[config.mk]
export PLATFORM = sky130hd
export DESIGN_NAME = bp_upd_ctrl
export DESIGN_NICKNAME = d
export VERILOG_FILES = /design/src/rtl/bp_pkg.sv /design/src/rtl/bp_upd_fifo.sv /design/src/rtl/bp_upd_ctrl.sv
export SDC_FILE = /design/constraint.sdc
export NUM_CORES = 1
export LEC_CHECK = 0
export CAP_MARGIN = 20
export CORE_AREA = 2 2 244 246
export CTS_CLUSTER_SIZE = 14
export DETAILED_ROUTE_END_ITERATION = 16
export DIE_AREA = 0 0 246 248
export HOLD_SLACK_MARGIN = 0.03
export PLACE_DENSITY = 0.6
export SLEW_MARGIN = 25
export SYNTH_ARGS = -nofsm -noshare
export SYNTH_HDL_FRONTEND = slang
export SYNTH_SLANG_ARGS = --single-unit
[constraint.sdc]
create_clock -name i_clk -period 21.8 [get_ports i_clk]
set_clock_uncertainty 0.2 [all_clocks]
set_input_delay 2.18 -clock i_clk [delete_from_list [all_inputs] [get_ports i_clk]]
set_output_delay 2.18 -clock i_clk [all_outputs]
set_load 0.01 [all_outputs]
[src/rtl/bp_pkg.sv]
// Shared types and helpers for the branch predictor update path.
package bp_pkg;

    // Width of the PC fields held in a queued update entry.
    localparam int unsigned BP_PC_W = 32;

    // Sequential fall-through increment for a 4-byte instruction.
    localparam int unsigned BP_PC_INC = 4;

    // One resolved control-flow outcome waiting to be written into the predictor.
    typedef struct packed {
        logic [BP_PC_W-1:0] pc;
        logic [BP_PC_W-1:0] target;
        logic               taken;
        logic               is_br;
        logic               pred_hit;
        logic               glb;
        logic               loc;
        logic               need_btb;
    } BpUpdEntry_s;

    // The BTB needs a write when a taken instruction either missed in the BTB
    // or was fetched from a different next PC than its real target.
    function automatic logic bp_need_btb(input logic taken_eff,
                                         input logic pred_hit,
                                         input logic next_pc_mismatch);
        return taken_eff & (~pred_hit | next_pc_mismatch);
    endfunction

endpackage

[src/rtl/bp_upd_fifo.sv]
// Generic synchronous FIFO with wrap-bit pointers; push is ignored when full,
// pop is ignored when empty. Head data is presented combinationally.
module bp_upd_fifo #(
    parameter type         T     = logic,
    parameter int unsigned DEPTH = 4
) (
    input  logic i_clk,
    input  logic i_rst_n,
    input  logic i_push,
    input  T     i_data,
    output logic o_full,
    input  logic i_pop,
    output T     o_data,
    output logic o_empty
);

    localparam int unsigned AW = (DEPTH > 1) ? $clog2(DEPTH) : 1;

    logic [AW:0] wr_ptr_q, wr_ptr_d;
    logic [AW:0] rd_ptr_q, rd_ptr_d;
    logic        do_push;
    logic        do_pop;
    T            mem_q [DEPTH];

    // Full when indices match but wrap bits differ; empty when pointers match.
    always_comb begin
        o_full   = (wr_ptr_q[AW] != rd_ptr_q[AW]) && (wr_ptr_q[AW-1:0] == rd_ptr_q[AW-1:0]);
        o_empty  = (wr_ptr_q == rd_ptr_q);
        do_push  = i_push & ~o_full;
        do_pop   = i_pop & ~o_empty;
        wr_ptr_d = wr_ptr_q + (AW+1)'(do_push);
        rd_ptr_d = rd_ptr_q + (AW+1)'(do_pop);
        o_data   = mem_q[rd_ptr_q[AW-1:0]];
    end

    // Pointer registers; reset empties the queue.
    always_ff @(posedge i_clk or negedge i_rst_n) begin
        if (!i_rst_n) begin
            wr_ptr_q <= '0;
            rd_ptr_q <= '0;
        end else begin
            wr_ptr_q <= wr_ptr_d;
            rd_ptr_q <= rd_ptr_d;
        end
    end

    // Storage array; contents are don't-care until written, so no reset.
    always_ff @(posedge i_clk) begin
        if (do_push) begin
            mem_q[wr_ptr_q[AW-1:0]] <= i_data;
        end
    end

endmodule

[src/rtl/bp_upd_ctrl.sv]
// Branch predictor update controller: mispredict detection and redirect,
// buffering of resolved outcomes, per-cycle drain into the predictor write
// ports, and saturating statistics counters.
module bp_upd_ctrl
    import bp_pkg::*;
#(
    parameter int unsigned PC_WIDTH   = 32,
    parameter int unsigned FIFO_DEPTH = 4,
    parameter int unsigned CNT_WIDTH  = 32
) (
    input  logic                i_clk,
    input  logic                i_rst_n,
    input  logic                i_ex_vld,
    input  logic                i_ex_is_br,
    input  logic                i_ex_is_jmp,
    input  logic [PC_WIDTH-1:0] i_ex_pc,
    input  logic [PC_WIDTH-1:0] i_ex_target,
    input  logic                i_ex_taken,
    input  logic                i_ex_pred_hit,
    input  logic                i_ex_pred_glb_taken,
    input  logic                i_ex_pred_loc_taken,
    input  logic [PC_WIDTH-1:0] i_ex_pred_next_pc,
    input  logic                i_flush,
    output logic                o_ex_ready,
    output logic                o_redirect_vld,
    output logic [PC_WIDTH-1:0] o_redirect_pc,
    output logic                o_upd_btb_vld,
    output logic [PC_WIDTH-1:0] o_upd_btb_pc,
    output logic [PC_WIDTH-1:0] o_upd_btb_br_addr,
    output logic                o_upd_pht_vld,
    output logic                o_upd_eval_vld,
    output logic [PC_WIDTH-1:0] o_upd_pht_pc,
    output logic                o_upd_pht_taken,
    output logic                o_upd_pht_pred_glb_taken,
    output logic                o_upd_pht_pred_loc_taken,
    input  logic                i_stat_clr,
    output logic [CNT_WIDTH-1:0] o_br_cnt,
    output logic [CNT_WIDTH-1:0] o_mispred_cnt
);

    logic                 fifo_full;
    logic                 fifo_empty;
    logic                 fifo_pop;
    logic                 acc;
    logic                 taken_eff;
    logic                 mispred;
    logic [PC_WIDTH-1:0]  actual_pc;
    BpUpdEntry_s          push_entry;
    BpUpdEntry_s          head_entry;

    logic                 redirect_vld_q, redirect_vld_d;
    logic [PC_WIDTH-1:0]  redirect_pc_q, redirect_pc_d;
    logic                 btb_vld_q, btb_vld_d;
    logic                 pht_vld_q, pht_vld_d;
    logic                 eval_vld_q, eval_vld_d;
    logic [PC_WIDTH-1:0]  upd_pc_q, upd_pc_d;
    logic [PC_WIDTH-1:0]  upd_addr_q, upd_addr_d;
    logic                 upd_taken_q, upd_taken_d;
    logic                 upd_glb_q, upd_glb_d;
    logic                 upd_loc_q, upd_loc_d;
    logic [CNT_WIDTH-1:0] br_cnt_q, br_cnt_d;
    logic [CNT_WIDTH-1:0] mis_cnt_q, mis_cnt_d;

    // Ready depends only on the full flag so EX stall has no path from i_ex_*.
    assign o_ex_ready = ~fifo_full;
    assign fifo_pop   = ~fifo_empty;

    // Accept, resolved next PC, mispredict detection and entry construction.
    always_comb begin
        acc        = i_ex_vld & (i_ex_is_br | i_ex_is_jmp) & ~fifo_full & ~i_flush;
        taken_eff  = i_ex_is_jmp | i_ex_taken;
        actual_pc  = taken_eff ? i_ex_target : (i_ex_pc + PC_WIDTH'(BP_PC_INC));
        mispred    = acc & (actual_pc != i_ex_pred_next_pc);
        push_entry = '{
            pc:       BP_PC_W'(i_ex_pc),
            target:   BP_PC_W'(i_ex_target),
            taken:    taken_eff,
            is_br:    i_ex_is_br,
            pred_hit: i_ex_pred_hit,
            glb:      i_ex_pred_glb_taken,
            loc:      i_ex_pred_loc_taken,
            need_btb: bp_need_btb(taken_eff, i_ex_pred_hit, i_ex_pred_next_pc != i_ex_target)
        };
    end

    bp_upd_fifo #(
        .T     (BpUpdEntry_s),
        .DEPTH (FIFO_DEPTH)
    ) u_fifo (
        .i_clk   (i_clk),
        .i_rst_n (i_rst_n),
        .i_push  (acc),
        .i_data  (push_entry),
        .o_full  (fifo_full),
        .i_pop   (fifo_pop),
        .o_data  (head_entry),
        .o_empty (fifo_empty)
    );

    // Next state for redirect, drain outputs and saturating counters.
    always_comb begin
        redirect_vld_d = mispred;
        redirect_pc_d  = mispred ? actual_pc : redirect_pc_q;

        btb_vld_d   = fifo_pop & head_entry.need_btb;
        pht_vld_d   = fifo_pop & head_entry.is_br;
        eval_vld_d  = fifo_pop & head_entry.is_br & head_entry.pred_hit;
        upd_pc_d    = upd_pc_q;
        upd_addr_d  = upd_addr_q;
        upd_taken_d = upd_taken_q;
        upd_glb_d   = upd_glb_q;
        upd_loc_d   = upd_loc_q;
        if (fifo_pop) begin
            upd_pc_d    = PC_WIDTH'(head_entry.pc);
            upd_addr_d  = PC_WIDTH'(head_entry.target);
            upd_taken_d = head_entry.taken;
            upd_glb_d   = head_entry.glb;
            upd_loc_d   = head_entry.loc;
        end

        br_cnt_d  = br_cnt_q;
        mis_cnt_d = mis_cnt_q;
        if (i_stat_clr) begin
            br_cnt_d  = '0;
            mis_cnt_d = '0;
        end else begin
            if (acc && !(&br_cnt_q)) begin
                br_cnt_d = br_cnt_q + 1'b1;
            end
            if (mispred && !(&mis_cnt_q)) begin
                mis_cnt_d = mis_cnt_q + 1'b1;
            end
        end
    end

    // Output and counter registers; reset clears every one of them.
    always_ff @(posedge i_clk or negedge i_rst_n) begin
        if (!i_rst_n) begin
            redirect_vld_q <= 1'b0;
            redirect_pc_q  <= '0;
            btb_vld_q      <= 1'b0;
            pht_vld_q      <= 1'b0;
            eval_vld_q     <= 1'b0;
            upd_pc_q       <= '0;
            upd_addr_q     <= '0;
            upd_taken_q    <= 1'b0;
            upd_glb_q      <= 1'b0;
            upd_loc_q      <= 1'b0;
            br_cnt_q       <= '0;
            mis_cnt_q      <= '0;
        end else begin
            redirect_vld_q <= redirect_vld_d;
            redirect_pc_q  <= redirect_pc_d;
            btb_vld_q      <= btb_vld_d;
            pht_vld_q      <= pht_vld_d;
            eval_vld_q     <= eval_vld_d;
            upd_pc_q       <= upd_pc_d;
            upd_addr_q     <= upd_addr_d;
            upd_taken_q    <= upd_taken_d;
            upd_glb_q      <= upd_glb_d;
            upd_loc_q      <= upd_loc_d;
            br_cnt_q       <= br_cnt_d;
            mis_cnt_q      <= mis_cnt_d;
        end
    end

    assign o_redirect_vld           = redirect_vld_q;
    assign o_redirect_pc            = redirect_pc_q;
    assign o_upd_btb_vld            = btb_vld_q;
    assign o_upd_btb_pc             = upd_pc_q;
    assign o_upd_btb_br_addr        = upd_addr_q;
    assign o_upd_pht_vld            = pht_vld_q;
    assign o_upd_eval_vld           = eval_vld_q;
    assign o_upd_pht_pc             = upd_pc_q;
    assign o_upd_pht_taken          = upd_taken_q;
    assign o_upd_pht_pred_glb_taken = upd_glb_q;
    assign o_upd_pht_pred_loc_taken = upd_loc_q;
    assign o_br_cnt                 = br_cnt_q;
    assign o_mispred_cnt            = mis_cnt_q;

endmodule

==> reports/qor.txt <==
Status - finished clean
Hold_ws - 0.2993 ns
H-tree levels - 2
Clock Latency Late Sink - 0.58 ns
Syn Inst Count - 1414
Post-synth ARST share - 38.19%
Pwr Density - 114.3 nW/um^2
Drt first pass iters - 5
Critical Path AT - 7.08 ns
Nets@finish - 1801
GRT Util Overall - 19.21%
Setup crit end kind - flip-flop
Root buf cell - clkbuf_16
Maximum fanout along the worst path - 24
Seq pwr share - 40.8%
Vias per std cell - 5.273
Gr ovfl total - 0
Fin. Hold Viols - 0
Setup ws final - 14.97 ns
Worst slew pin tran - 1.007 ns
Die Height - 248 um
Crit path launch type - input pin
Main synth FF type - edfxtp_1
Largest net degree at the start of global routing - 74
Post-Synthesis Net Count - 1528
Placed Instances - 2409
Leakage - 8.922 nW
Yosys reg bits - 453
Clk sink count - 453
Synth top cells by count - edfxtp_1, dfrtp_1, mux2_2
Cell Area, Placed - 23950 um^2
Yosys top cell area share - 41.57%
I/O Pins - 307
DRC errors left - 0
Area leader, netlist - edfxtp_1
Initial Util - 34.60%
Port Buffers - 306
Design area - 25510 um^2
CTS tree - built
Cts-stage hold buffer count - 0
DR iter-0 viols - 923
Switching Share - 29.40%
Dpl ws - 14.47 ns
Clock-pin slew on the worst setup and hold paths - 0.06 ns
Synth cell types - 74
Via Count - 13192
Worst Hold Class - flip-flop to flip-flop
Ranking of synthesized cells by area - edfxtp_1, dfrtp_1, mux4_2
Max_slew headroom - 32.82%
Min cycle time layout - 6.830 ns
Final WL - 59.23 mm
DR WL/cell - 23.67 um
Top-count cell post-synth - edfxtp_1
Internal power - 2.059 mW
Combinational share of power - 31.7%
Number of post-CTS setup repair buffers - 0
Reg2Reg Depth - 8
Max-slew violation count - 0
Full die area - 61010 um^2
Fraction of layout instances using a drive strength above 1 - 16.22%
Final ANT Viol Nets - 0
First-pass GRT wire length - 86.48 mm
Maximum vdd drop - 0.00006234 V
RePlAce Congestion - 0.8708
Antenna violations before repair - 13
DP HPWL - 41.30 mm
Num CTS Buffers - 49
Post-synth EDFFs - 280
Number of global-route vias before repair - 13120
Switching power total - 0.8576 mW
Final setup violation count - 0
Non-filler instance count after layout - 2502
Clk pwr share - 27.5%
Clock Tree Buf Depth - 3
Area Overhead vs Synth - 26.12%
Crit Path Class - input pin to flip-flop
Hold Crit Depth - 1
Final worst-path cycle share - 31.33%
# rows - 89
Cts repair resizes - 0
Max Freq - 146.4 MHz
Unrepaired setup endpoints after global routing - false
Core Region - 58460 um^2
Syn Area/Cell - 14.30 um^2
Max-Cap Viols - 0
Synthesized area - 20230 um^2
Required time of the critical path - 22.06 ns
Synth Warn # - 0
Final TNS setup - 0 ns
Die X - 246 um
Register area share after synthesis - 62.97%
-- critical path, stage by stage --
cell	delay [ns]
clkdlybuf4s50_1	0.75
ha_1	0.34
nand4_1	0.33
or4_1	0.79
or4_1	0.63
a311oi_1	0.29
a2111oi_0	0.10
nand4_1	0.19
nor4_4	0.06
buf_4	0.23
nor2_4	0.39
buf_4	0.39
mux2_2	0.38
-- registers in the layout (all words and copies together), names as in the netlist, 3 cells and up --
| register | flops |
|---|---|
| u_fifo.rd_ptr_q | 3 |
| o_upd_btb_pc | 32 |
| o_br_cnt | 32 |
| o_mispred_cnt | 32 |
| u_fifo.mem_q | 280 |
| o_redirect_pc | 32 |
| u_fifo.wr_ptr_q | 3 |
| o_upd_btb_br_addr | 32 |
-- cells in the final DEF (no fill, tap or decap), drive strengths merged, types with 9 or more instances in the layout --
cell type / count
a21oi: 36
and2: 12
and3: 25
buf: 22
clkbuf: 72
clkdlybuf4s50: 304
clkinv: 17
dfrtp: 173
edfxtp: 280
inv: 30
mux2: 95
mux4: 70
nand2: 71
nand3: 42
nand4: 34
nor2: 84
nor2b: 12
nor3: 18
nor4: 20
o211ai: 9
o21ai: 41
o31ai: 10
or3: 17
or4: 13
xnor2: 59
xor2: 45
-- final cells by class --
type                    count  area (um^2)
inverters                  30        112.6
flip-flops and latches    453        12740
multi-input cells         826         6890
clock buffers              71         1410
clock inverters            19        138.9
repair buffers            327         3239
diodes                      3        7.507
well taps                 773        967.2
fillers                  5226        32950
-- cell families after synthesis --
logic type	share of synthesized area (%)
AOI/OAI and AO/OA	5.425
xor gates and xnor gates	4.615
adders and majority gates	0.4330
buffers and inverters	3.204
DFF	62.97
muxes	13.48
and+or+nand+nor	9.873
-- routing by layer --
layer  vias to the layer above  GRT usage (%)  wire length (um)
li1                       5886              -                 -
met1                      6695          26.33             25130
met2                       481          29.59             27130
met3                       108          6.282              5726
met4                        22          4.456              1110
met5                         -              0               140
-- stage by stage --
stage                     power, mW  utilization (%)
after CTS                     2.967            43.62
after global placement        2.140            40.93
after floorplan               1.718                -
final                         2.917            43.64
after global routing          3.059            43.63
after detailed placement      2.154            40.97
-- worst paths after layout --
path                                    startpoint                  end  slack, ns
worst max-delay path                    i_ex_pc[2]    o_redirect_pc[31]      14.97
worst min-delay path            u_fifo.wr_ptr_q[2]   u_fifo.wr_ptr_q[2]       0.30
worst max register to register  u_fifo.rd_ptr_q[0]  u_fifo.mem_q[3][25]      17.88
worst min register to register  u_fifo.wr_ptr_q[2]   u_fifo.wr_ptr_q[2]       0.30
max in group asynchronous                  i_rst_n      o_upd_btb_pc[1]      18.74
min in group asynchronous                  i_rst_n     o_upd_btb_pc[29]       1.39
-- power groups by stage --
stage	registers, mW	clock network (mW)	logic [mW]
2_1_floorplan	1.21	0	0.510
3_3_place_gp	1.21	0	0.934
3_5_place_dp	1.21	0	0.941
4_1_cts	1.20	0.826	0.943
5_1_grt	1.21	0.854	0.991
6_report	1.19	0.802	0.924
Note: power is estimated with default switching activity, not from simulation.
